[src/rtl/f7_block_accumulator.sv]
// f7_block_accumulator
//
// Decodes 7-bit float codes (e = code[6:4], m = code[3:0]) back to an 11-bit
// unsigned magnitude and accumulates blocks of them. For each block it
// produces a saturated sum, the largest decoded value, the number of codes,
// and a flag that is set if the sum saturated. One result is presented per
// block over a valid/ready handshake.
//
// Parameters:
//   BLOCK_LEN  codes per block (2..256)
//   SUM_W      accumulator / result sum width (11..24)
//
// Ports:
//   clk        clock, all state changes on the rising edge
//   rst        synchronous active-high reset
//   in_valid   in_code carries a code this cycle
//   in_ready   block accepts in_code this cycle
//   in_code    float code [6:4] exponent, [3:0] mantissa
//   flush      close the current partial block early
//   out_valid  result registers hold an unconsumed result
//   out_ready  downstream accepts the result
//   out_sum    block sum, saturated to all-ones
//   out_max    largest decoded value in the block
//   out_cnt    number of codes in the block
//   out_sat    sum saturated during the block

module f7_block_accumulator #(
  parameter int BLOCK_LEN = 16,
  parameter int SUM_W     = 16
) (
  input  logic             clk,
  input  logic             rst,
  input  logic             in_valid,
  output logic             in_ready,
  input  logic [6:0]       in_code,
  input  logic             flush,
  output logic             out_valid,
  input  logic             out_ready,
  output logic [SUM_W-1:0] out_sum,
  output logic [10:0]      out_max,
  output logic [8:0]       out_cnt,
  output logic             out_sat
);

  typedef enum logic {ACCUM, EMIT} state_t;

  localparam logic [8:0] BLOCK_CNT = 9'(BLOCK_LEN);

  state_t           state, state_next;
  logic [SUM_W-1:0] acc, acc_next;
  logic [10:0]      max_val, max_next;
  logic [8:0]       cnt, cnt_next;
  logic             sat_flag, sat_next;

  logic             load_result;
  logic [SUM_W-1:0] load_sum;
  logic [10:0]      load_max;
  logic [8:0]       load_cnt;
  logic             load_sat;

  logic [2:0]       exp_f;
  logic [3:0]       man_f;
  logic [10:0]      value;
  logic [SUM_W:0]   sum_wide;
  logic [SUM_W-1:0] upd_acc;
  logic [10:0]      upd_max;
  logic [8:0]       upd_cnt;
  logic             upd_sat;
  logic             xfer;

  assign exp_f = in_code[6:4];
  assign man_f = in_code[3:0];

  // Exponent 0 is the denormal range (value = m); otherwise the hidden
  // leading one is restored and the 5-bit significand is shifted up.
  always_comb begin
    value = {7'b0, man_f};
    if (exp_f != 3'd0) begin
      value = {6'b0, 1'b1, man_f} << (exp_f - 3'd1);
    end
  end

  // in_ready never looks at in_valid, so there is no combinational loop
  // through an upstream stage that waits on in_ready.
  assign in_ready  = (state == ACCUM) || out_ready;
  assign out_valid = (state == EMIT);
  assign xfer      = in_valid && in_ready;

  // Block statistics as they would be after absorbing the current word.
  // The extra sum bit is the saturation detector.
  always_comb begin
    sum_wide = {1'b0, acc} + {{(SUM_W-10){1'b0}}, value};
    upd_acc  = sum_wide[SUM_W] ? '1 : sum_wide[SUM_W-1:0];
    upd_sat  = sat_flag || sum_wide[SUM_W];
    upd_max  = (value > max_val) ? value : max_val;
    upd_cnt  = cnt + 9'd1;
  end

  // Next-state and datapath control. The running statistics are zero while
  // a result is held, so the release-cycle word simply starts a fresh block
  // from the same update path.
  always_comb begin
    state_next  = state;
    acc_next    = acc;
    max_next    = max_val;
    cnt_next    = cnt;
    sat_next    = sat_flag;
    load_result = 1'b0;
    load_sum    = upd_acc;
    load_max    = upd_max;
    load_cnt    = upd_cnt;
    load_sat    = upd_sat;

    unique case (state)
      ACCUM: begin
        if (xfer) begin
          if ((upd_cnt == BLOCK_CNT) || flush) begin
            load_result = 1'b1;
            acc_next    = '0;
            max_next    = '0;
            cnt_next    = '0;
            sat_next    = 1'b0;
            state_next  = EMIT;
          end else begin
            acc_next = upd_acc;
            max_next = upd_max;
            cnt_next = upd_cnt;
            sat_next = upd_sat;
          end
        end else if (flush && (cnt != 9'd0)) begin
          load_result = 1'b1;
          load_sum    = acc;
          load_max    = max_val;
          load_cnt    = cnt;
          load_sat    = sat_flag;
          acc_next    = '0;
          max_next    = '0;
          cnt_next    = '0;
          sat_next    = 1'b0;
          state_next  = EMIT;
        end
      end
      EMIT: begin
        // Flush is ignored here; a block can never complete in the release
        // cycle because at most one word is taken.
        if (out_ready) begin
          state_next = ACCUM;
          if (xfer) begin
            acc_next = upd_acc;
            max_next = upd_max;
            cnt_next = upd_cnt;
            sat_next = upd_sat;
          end
        end
      end
    endcase
  end

  // State register.
  always_ff @(posedge clk) begin
    if (rst) begin
      state <= ACCUM;
    end else begin
      state <= state_next;
    end
  end

  // Running block statistics and result registers. Result registers only
  // change when a block completes, so they are stable during a stall.
  always_ff @(posedge clk) begin
    if (rst) begin
      acc      <= '0;
      max_val  <= '0;
      cnt      <= '0;
      sat_flag <= 1'b0;
      out_sum  <= '0;
      out_max  <= '0;
      out_cnt  <= '0;
      out_sat  <= 1'b0;
    end else begin
      acc      <= acc_next;
      max_val  <= max_next;
      cnt      <= cnt_next;
      sat_flag <= sat_next;
      if (load_result) begin
        out_sum <= load_sum;
        out_max <= load_max;
        out_cnt <= load_cnt;
        out_sat <= load_sat;
      end
    end
  end

endmodule

[config.mk]
export PLATFORM = sky130hd
export DESIGN_NAME = f7_block_accumulator
export DESIGN_NICKNAME = d
export VERILOG_FILES = /design/src/rtl/f7_block_accumulator.sv
export SDC_FILE = /design/constraint.sdc
export NUM_CORES = 1
export LEC_CHECK = 0
export CORE_MARGIN = 5
export CORE_UTILIZATION = 23
export CTS_CLUSTER_DIAMETER = 60
export DETAILED_ROUTE_END_ITERATION = 16
export GPL_ROUTABILITY_DRIVEN = 0
export PLACE_DENSITY = 0.38
export SLEW_MARGIN = 10
export SYNTH_ARGS = -nofsm -noshare
export SYNTH_HDL_FRONTEND = slang
export SYNTH_SLANG_ARGS = --single-unit
[constraint.sdc]
create_clock -name clk -period 8.2 [get_ports clk]
set_input_delay 0.82 -clock clk [delete_from_list [all_inputs] [get_ports clk]]
set_output_delay 0.82 -clock clk [all_outputs]
set_load 0.01 [all_outputs]
==> impl_metrics.yaml, run 1 <==
run_status:
  outcome: "finished, final reports clean"
logic_synthesis:
  syn_area_per_cell_sq_um: 8.41
  yosys_warnings: 0
  yosysUniqueCellTypes: 75
  top_flip_flop_cell_by_instance_count_after_synthesis: "sky130_fd_sc_hd__dfxtp_1"
  synth-edff-count: 0
  synth-async-reset-ratio: 0
  synth_fp_nets: 586
  synth_cell_area_sq_um: 4600
  yosys_register_bits: 75
  synth_cells: 547
  yosysSeqAreaShare: 0.327
hold_path:
  hold_class: "reg -> reg"
  hp-start: "out_sum[3]"
  min_delay_worst_endpoint: "out_sum[3]"
  worstHoldPathCells: 2
power:
  power_leakage_nw: 1.99
  total_power_w: 0.00103
  worst_ir_drop_vdd_uv: 93.9
  powerDensity_nw_per_um2: 186
sta:
  measured_slew_at_the_worst_slew_check_pin_ns: 0.976
  finalClockSkew_ns: 0.00851
  layout_setup_ws_ns: 2.82
  max_slew_margin: 0.350
  setup_viol_count_final: 0
  setup_repair_after_global_routing_missed_its_margin: "no"
  finalMaxSlewViolations: 0
  period_needed_ns: 5.38
  finalHoldViolCount: 0
  setup_total_negative_slack_ns: 0
  max_freq_mhz: 186
  layout_worst_path_cycle_share: 0.656
worst_setup_path:
  worst_path_max_delay_cell: "sky130_fd_sc_hd__clkdlybuf4s50_1"
  path_delay_family: "compound AO/OA/AOI/OAI gates"
  max_fo_critical_path: 11
  crit_cells: 16
  worst_r2r_path_depth: 9
  timing.rr.end: "out_max[5]"
  critical-path-max-stage-delay_ns: 0.67
  critical_path.cell_chain: "clkdlybuf4s50_1, inv_1, ha_1, mux2_2, nor2_1, a21oi_1, inv_1, o21ai_0, ha_1, o21ai_0, o21bai_1, o2111ai_1, a31oi_1, nand4_1, a2111oi_0, a22o_1"
  r2r-start: "cnt[0]"
  setup.reg_to_reg.worst_slack_ns: 4.77
  crit_end_category: "register"
  path_class: "in -> reg"
  start_kind: "input port"
  crit_path_arrival_time_ns: 5.67
  cp_data_required_time_ns: 8.49
  worstPathBufferInverterCount: 3
clock_network:
  max_h_tree_level: 3
  postCtsSetupRepairBufs: 0
  cts_num_sinks: 75
  cts_resized: 0
  tritoncts.num_buffers: 9
  cts.hold.buffers_added: 0
  ctsLongestPathBuffers: 2
  worstSkewPairLatency_ns: 0.35
  tritoncts: "done"
  clk_pin_slew_ns: 0.06
  root_buffer: "sky130_fd_sc_hd__clkbuf_16"
floorplanning:
  die_height_um: 151
  start_util: 0.235
  floorplan.die.width_um: 151
  num_rows: 51
  die_ar_sq_um: 22900
  io_pins: 51
  coreArea_sq_um: 19600
finish:
  layout.nets: 623
  leading_cell_type_in_the_layout_fill_and_taps_excluded: "sky130_fd_sc_hd__dfxtp_1"
  flow.area_growth_from_synthesis_pct: 20.5
  antenna_cells: 0
  utilization_after_layout: 0.283
  post_layout_nonfiller_instances: 853
  mostFrequentLayoutCells: "sky130_fd_sc_hd__dfxtp_1 (75), sky130_fd_sc_hd__nand2_1 (56), sky130_fd_sc_hd__clkdlybuf4s50_1 (49)"
  drive_above_1_share: 0.0918
global_routing:
  grt_overflow_total: 0
  maximum_number_of_pins_on_one_net_before_global_route_repair: 49
  antenna_violations_before_repair: 0
  number_of_global_route_vias_before_repair: 4146
  grt_pass1_wl_mm: 22.9
  grt_use_total: 0.130
drt:
  drt_first_pass_iters: 5
  initialDrtViolationCount: 232
  finalWirelength_mm: 14.1
  route.antenna.remaining_nets: 0
  vias: 4165
  avgViaCountPerCell: 4.88
  drt-wirelength-per-cell_um: 16.5
  post-route-drc-count: 0
placement:
  place.detailed.instances: 838
  dpl.hpwl_mm: 10.1
  place_worst_setup_slack_ns: 2.60
  io_buf_count: 50
run:
  timing.max_cap.violations: 0
[routing by layer]
metal,vias to the layer above,global-route usage,share of wire
li1,2068,-,-
met1,1983,0.167,0.46
met2,101,0.212,0.47
met3,13,0.0356,0.053
met4,0,0.0394,0.015
met5,-,0,0
[metrics by stage]
stage          hold WS (ns)  instance area, sq um
2_1_floorplan         0.446                  4600
3_3_place_gp          0.456                  5280
6_report              0.458                  5540
4_1_cts               0.465                  5540
5_1_grt               0.485                  5540
3_5_place_dp          0.452                  5280
[cells by family (layout without fill, tap and decap cells)]
kind of cell	Yosys count	in the layout	share of synthesized area
AOI/OAI and AO/OA	185	185	0.288
and+or+nand+nor	173	173	0.186
DFF	75	75	0.327
buffers and inverters	56	97	0.0596
adders and majority gates	27	27	0.0751
muxes	17	17	0.0378
xor gates and xnor gates	14	14	0.0267
[synthesized netlist by cell type (8+ instances only)]
cell type                  count  area share
sky130_fd_sc_hd__a211oi_2      9       0.024
sky130_fd_sc_hd__a21oi_1      39       0.042
sky130_fd_sc_hd__o21ai_0      43       0.047
sky130_fd_sc_hd__nand3_1      12       0.013
sky130_fd_sc_hd__ha_1         26       0.071
sky130_fd_sc_hd__nor2b_1       8       0.011
sky130_fd_sc_hd__mux2i_1      14       0.030
sky130_fd_sc_hd__o22ai_1      15       0.020
sky130_fd_sc_hd__buf_2         9      0.0098
sky130_fd_sc_hd__nor3_1       11       0.012
sky130_fd_sc_hd__xnor2_1      10       0.019
sky130_fd_sc_hd__dfxtp_1      75        0.33
sky130_fd_sc_hd__nand2b_1      8       0.011
sky130_fd_sc_hd__nor2_1       45       0.037
sky130_fd_sc_hd__o21a_1        8       0.013
sky130_fd_sc_hd__clkbuf_1     11      0.0090
sky130_fd_sc_hd__inv_1        28       0.023
sky130_fd_sc_hd__nand2_1      56       0.046
sky130_fd_sc_hd__a22o_1       13       0.025
[tightest hold or removal path, delay by kind of cell, from the launching register on]
family / cells / cell delay (ns)
flip-flops: 1 / 0.31
AND/OR/NAND/NOR: 1 / 0.05
AO/OA/AOI/OAI: 1 / 0.05
[how the worst max path moves through the flow]
| stage | startpoint | to | slack (ns) |
|---|---|---|---|
| after floorplan | in_code[4] | out_sum[13] | 3.56 |
| after global placement | in_code[4] | out_sum[15] | 2.61 |
| after detailed placement | in_code[4] | out_sum[15] | 2.60 |
| after CTS | in_code[4] | out_sum[15] | 2.95 |
| after global routing | in_code[4] | out_sum[15] | 2.44 |
| final | in_code[4] | out_sum[15] | 2.82 |
[power by group]
group | switching (W) | total, W | internal [W]
combinational | 0.000156 | 0.000266 | 0.000110
sequential | 0.0000150 | 0.000402 | 0.000387
clock | 0.000160 | 0.000361 | 0.000201
total | 0.000331 | 0.00103 | 0.000698
[flip-flops by register name, summed over array words and instances, names as in the netlist]
signal and count:
out_max 11, out_valid 1, out_cnt 9, acc 16
cnt 9, max_val 11, sat_flag 1, out_sat 1
out_sum 16
[final cells by class]
class / instances / area [sq um]
Sequential cell: 75 / 1500
Clock buffer: 9 / 225
Fill cell: 2117 / 14000
Inverter: 29 / 109
Timing Repair Buffer: 53 / 518
Multi-Input combinational cell: 416 / 2820
Tap cell: 265 / 332
Clock inverter: 6 / 33.8
(Power assumes the default switching activity.)
==> run 2, diff against run 1 <==
- PLACE_DENSITY: 0.38 -> 0.4
- clock period: 8.2 -> 4.5 ns (I/O delays scaled with it)
==> run 2 against run 1 <==
  * Die area unchanged
  * Global-route usage decreased by 0.18 points
  * Critical path depth unchanged
  * Utilization increased by 0.95 points
  * Flip-flop and latch count unchanged
  * Clock skew decreased by 0.0023 ns
  * Combinational power increased by 89%
  * Via count increased by 0.43%
  * Critical path type unchanged
  * Non-clock buffer count increased by 20
  * Sequential share of layout area decreased by 0.88 points
==> impl_metrics.yaml, run 2 (same netlist as run 1, synthesis figures left out) <==
floorplanning:
  num_rows: 51
  io_pins: 51
  floorplan.die.width_um: 151
  coreArea_sq_um: 19600
  start_util: 0.235
  die_height_um: 151
  die_ar_sq_um: 22900
clock_network:
  tritoncts: "done"
  cts_resized: 0
  ctsLongestPathBuffers: 2
  clk_pin_slew_ns: 0.06
  max_h_tree_level: 3
  postCtsSetupRepairBufs: 0
  cts_num_sinks: 75
  root_buffer: "sky130_fd_sc_hd__clkbuf_16"
  cts.hold.buffers_added: 0
  worstSkewPairLatency_ns: 0.34
  tritoncts.num_buffers: 9
hold_path:
  hold_class: "reg -> reg"
sta:
  setup_total_negative_slack_ns: 0
  setup_viol_count_final: 0
  max_slew_margin: 0.452
  finalMaxSlewViolations: 0
  finalClockSkew_ns: 0.00620
  measured_slew_at_the_worst_slew_check_pin_ns: 0.822
  finalHoldViolCount: 0
  max_freq_mhz: 254
  setup_repair_after_global_routing_missed_its_margin: "no"
  period_needed_ns: 3.94
  layout_worst_path_cycle_share: 0.875
drt:
  vias: 4183
  avgViaCountPerCell: 4.79
  drt-wirelength-per-cell_um: 16.0
  initialDrtViolationCount: 276
  finalWirelength_mm: 14.0
  post-route-drc-count: 0
  route.antenna.remaining_nets: 0
  drt_first_pass_iters: 5
worst_setup_path:
  worstSetupStartpoint: "in_code[4]"
  cp_data_required_time_ns: 4.69
  path_class: "in -> reg"
  critical_path.cell_chain: "clkdlybuf4s50_1, inv_1, ha_1, buf_4, mux2i_1, a21oi_1, inv_1, o21ai_0, ha_1, a2111o_1, o21ai_1, o22a_1, nor2_1, buf_4, a21oi_1, a21oi_1"
  crit_path_arrival_time_ns: 4.13
  critical-path-max-stage-delay_ns: 0.47
  setup.reg_to_reg.worst_slack_ns: 1.12
  critical-path-top-cell-by-count: "sky130_fd_sc_hd__a21oi_1"
  max_fo_critical_path: 8
  r2r-start: "cnt[0]"
  timing.rr.end: "out_sum[0]"
  worst_r2r_path_depth: 9
  worst_path_max_delay_cell: "sky130_fd_sc_hd__clkdlybuf4s50_1"
  crit_end_category: "register"
  start_kind: "input port"
  critical_path_end: "out_sat"
finish:
  area.sequential_sq_um: 1500
  multiInputGateArea_sq_um: 2820
  drive_above_1_share: 0.122
  mostFrequentLayoutCells: "sky130_fd_sc_hd__dfxtp_1 (75), sky130_fd_sc_hd__nand2_1 (56), sky130_fd_sc_hd__clkdlybuf4s50_1 (49)"
  leading_cell_type_in_the_layout_fill_and_taps_excluded: "sky130_fd_sc_hd__dfxtp_1"
  antenna_cells: 0
  layout.filler_cells: 2108
  layout.nets: 643
  flow.area_growth_from_synthesis_pct: 24.6
  largest_registers: "acc x16, out_sum x16"
global_routing:
  antenna_violations_before_repair: 0
  maximum_number_of_pins_on_one_net_before_global_route_repair: 48
  grt_pass1_wl_mm: 22.8
  grt_use_total: 0.128
  grt_overflow_total: 0
  number_of_global_route_vias_before_repair: 4119
power:
  powerDensity_nw_per_um2: 344
  worst_ir_drop_vdd_uv: 138
  power_leakage_nw: 2.10
  total_power_w: 0.00197
run_status:
  outcome: "finished, final reports clean"
run:
  timing.max_cap.violations: 0
placement:
  io_buf_count: 50
  dpl.hpwl_mm: 10.3
run 2: cell count changes in the layout (fill, tap and decap cells not counted):
cell,before,now
sky130_fd_sc_hd__clkbuf_1,0,1
sky130_fd_sc_hd__buf_4,3,23
sky130_fd_sc_hd__clkinvlp_4,0,1
sky130_fd_sc_hd__bufinv_16,0,1
sky130_fd_sc_hd__clkinv_2,5,3
sky130_fd_sc_hd__clkinv_4,1,0
sky130_fd_sc_hd__clkbuf_8,0,1
run 2: final cells by class:
type / instances / area share
clock buffers: 11 / 0.0424
clock inverters: 5 / 0.00917
inverters: 29 / 0.0190
multi-input cells: 416 / 0.493
flip-flops and latches: 75 / 0.262
well taps: 265 / 0.0579
repair buffers: 73 / 0.117
run 2: metal layers:
layer  GRT usage  routed length, um
met1       0.174               6630
met2       0.203               6440
met4      0.0530                328
met5           0                  0
met3      0.0189                565
run 2: critical path, delay by kind of cell:
family,cells,cell delay [ns]
compound gates,7,1.85
fa+ha+maj,2,0.64
buf+inv,5,0.97
mux,1,0.14
simple gates,1,0.10
run 2: how the worst min path moves through the flow:
stage	to	from	depth (start not counted)	slack (ns)
3_3_place_gp	out_sum[4]	out_sum[4]	2	0.45
2_1_floorplan	acc[0]	acc[0]	2	0.45
3_5_place_dp	out_sum[4]	out_sum[4]	2	0.46
6_report	out_sum[4]	out_sum[4]	2	0.46
4_1_cts	out_sum[4]	out_sum[4]	2	0.47
5_1_grt	out_sum[4]	out_sum[4]	2	0.49
run 2: stage by stage:
| stage | cell area (sq um) | hold slack (ns) | setup WS [ns] | instances | util |
|---|---|---|---|---|---|
| 2_1_floorplan | 4600 | 0.446 | 0.229 | 547 | - |
| 3_3_place_gp | 5430 | 0.453 | 0.186 | 858 | 0.277 |
| 3_5_place_dp | 5430 | 0.457 | 0.196 | 858 | 0.277 |
| 4_1_cts | 5730 | 0.466 | 0.546 | 874 | 0.292 |
| 5_1_grt | 5730 | 0.486 | 0.210 | 874 | 0.292 |
| 6_report | 5730 | 0.458 | 0.564 | 874 | 0.292 |
run 2: power breakdown:
group / switching [W] / total [W] / internal, W
combinational: 0.000284 / 0.000503 / 0.000218
sequential: 0.0000281 / 0.000733 / 0.000705
clock: 0.000291 / 0.000733 / 0.000442
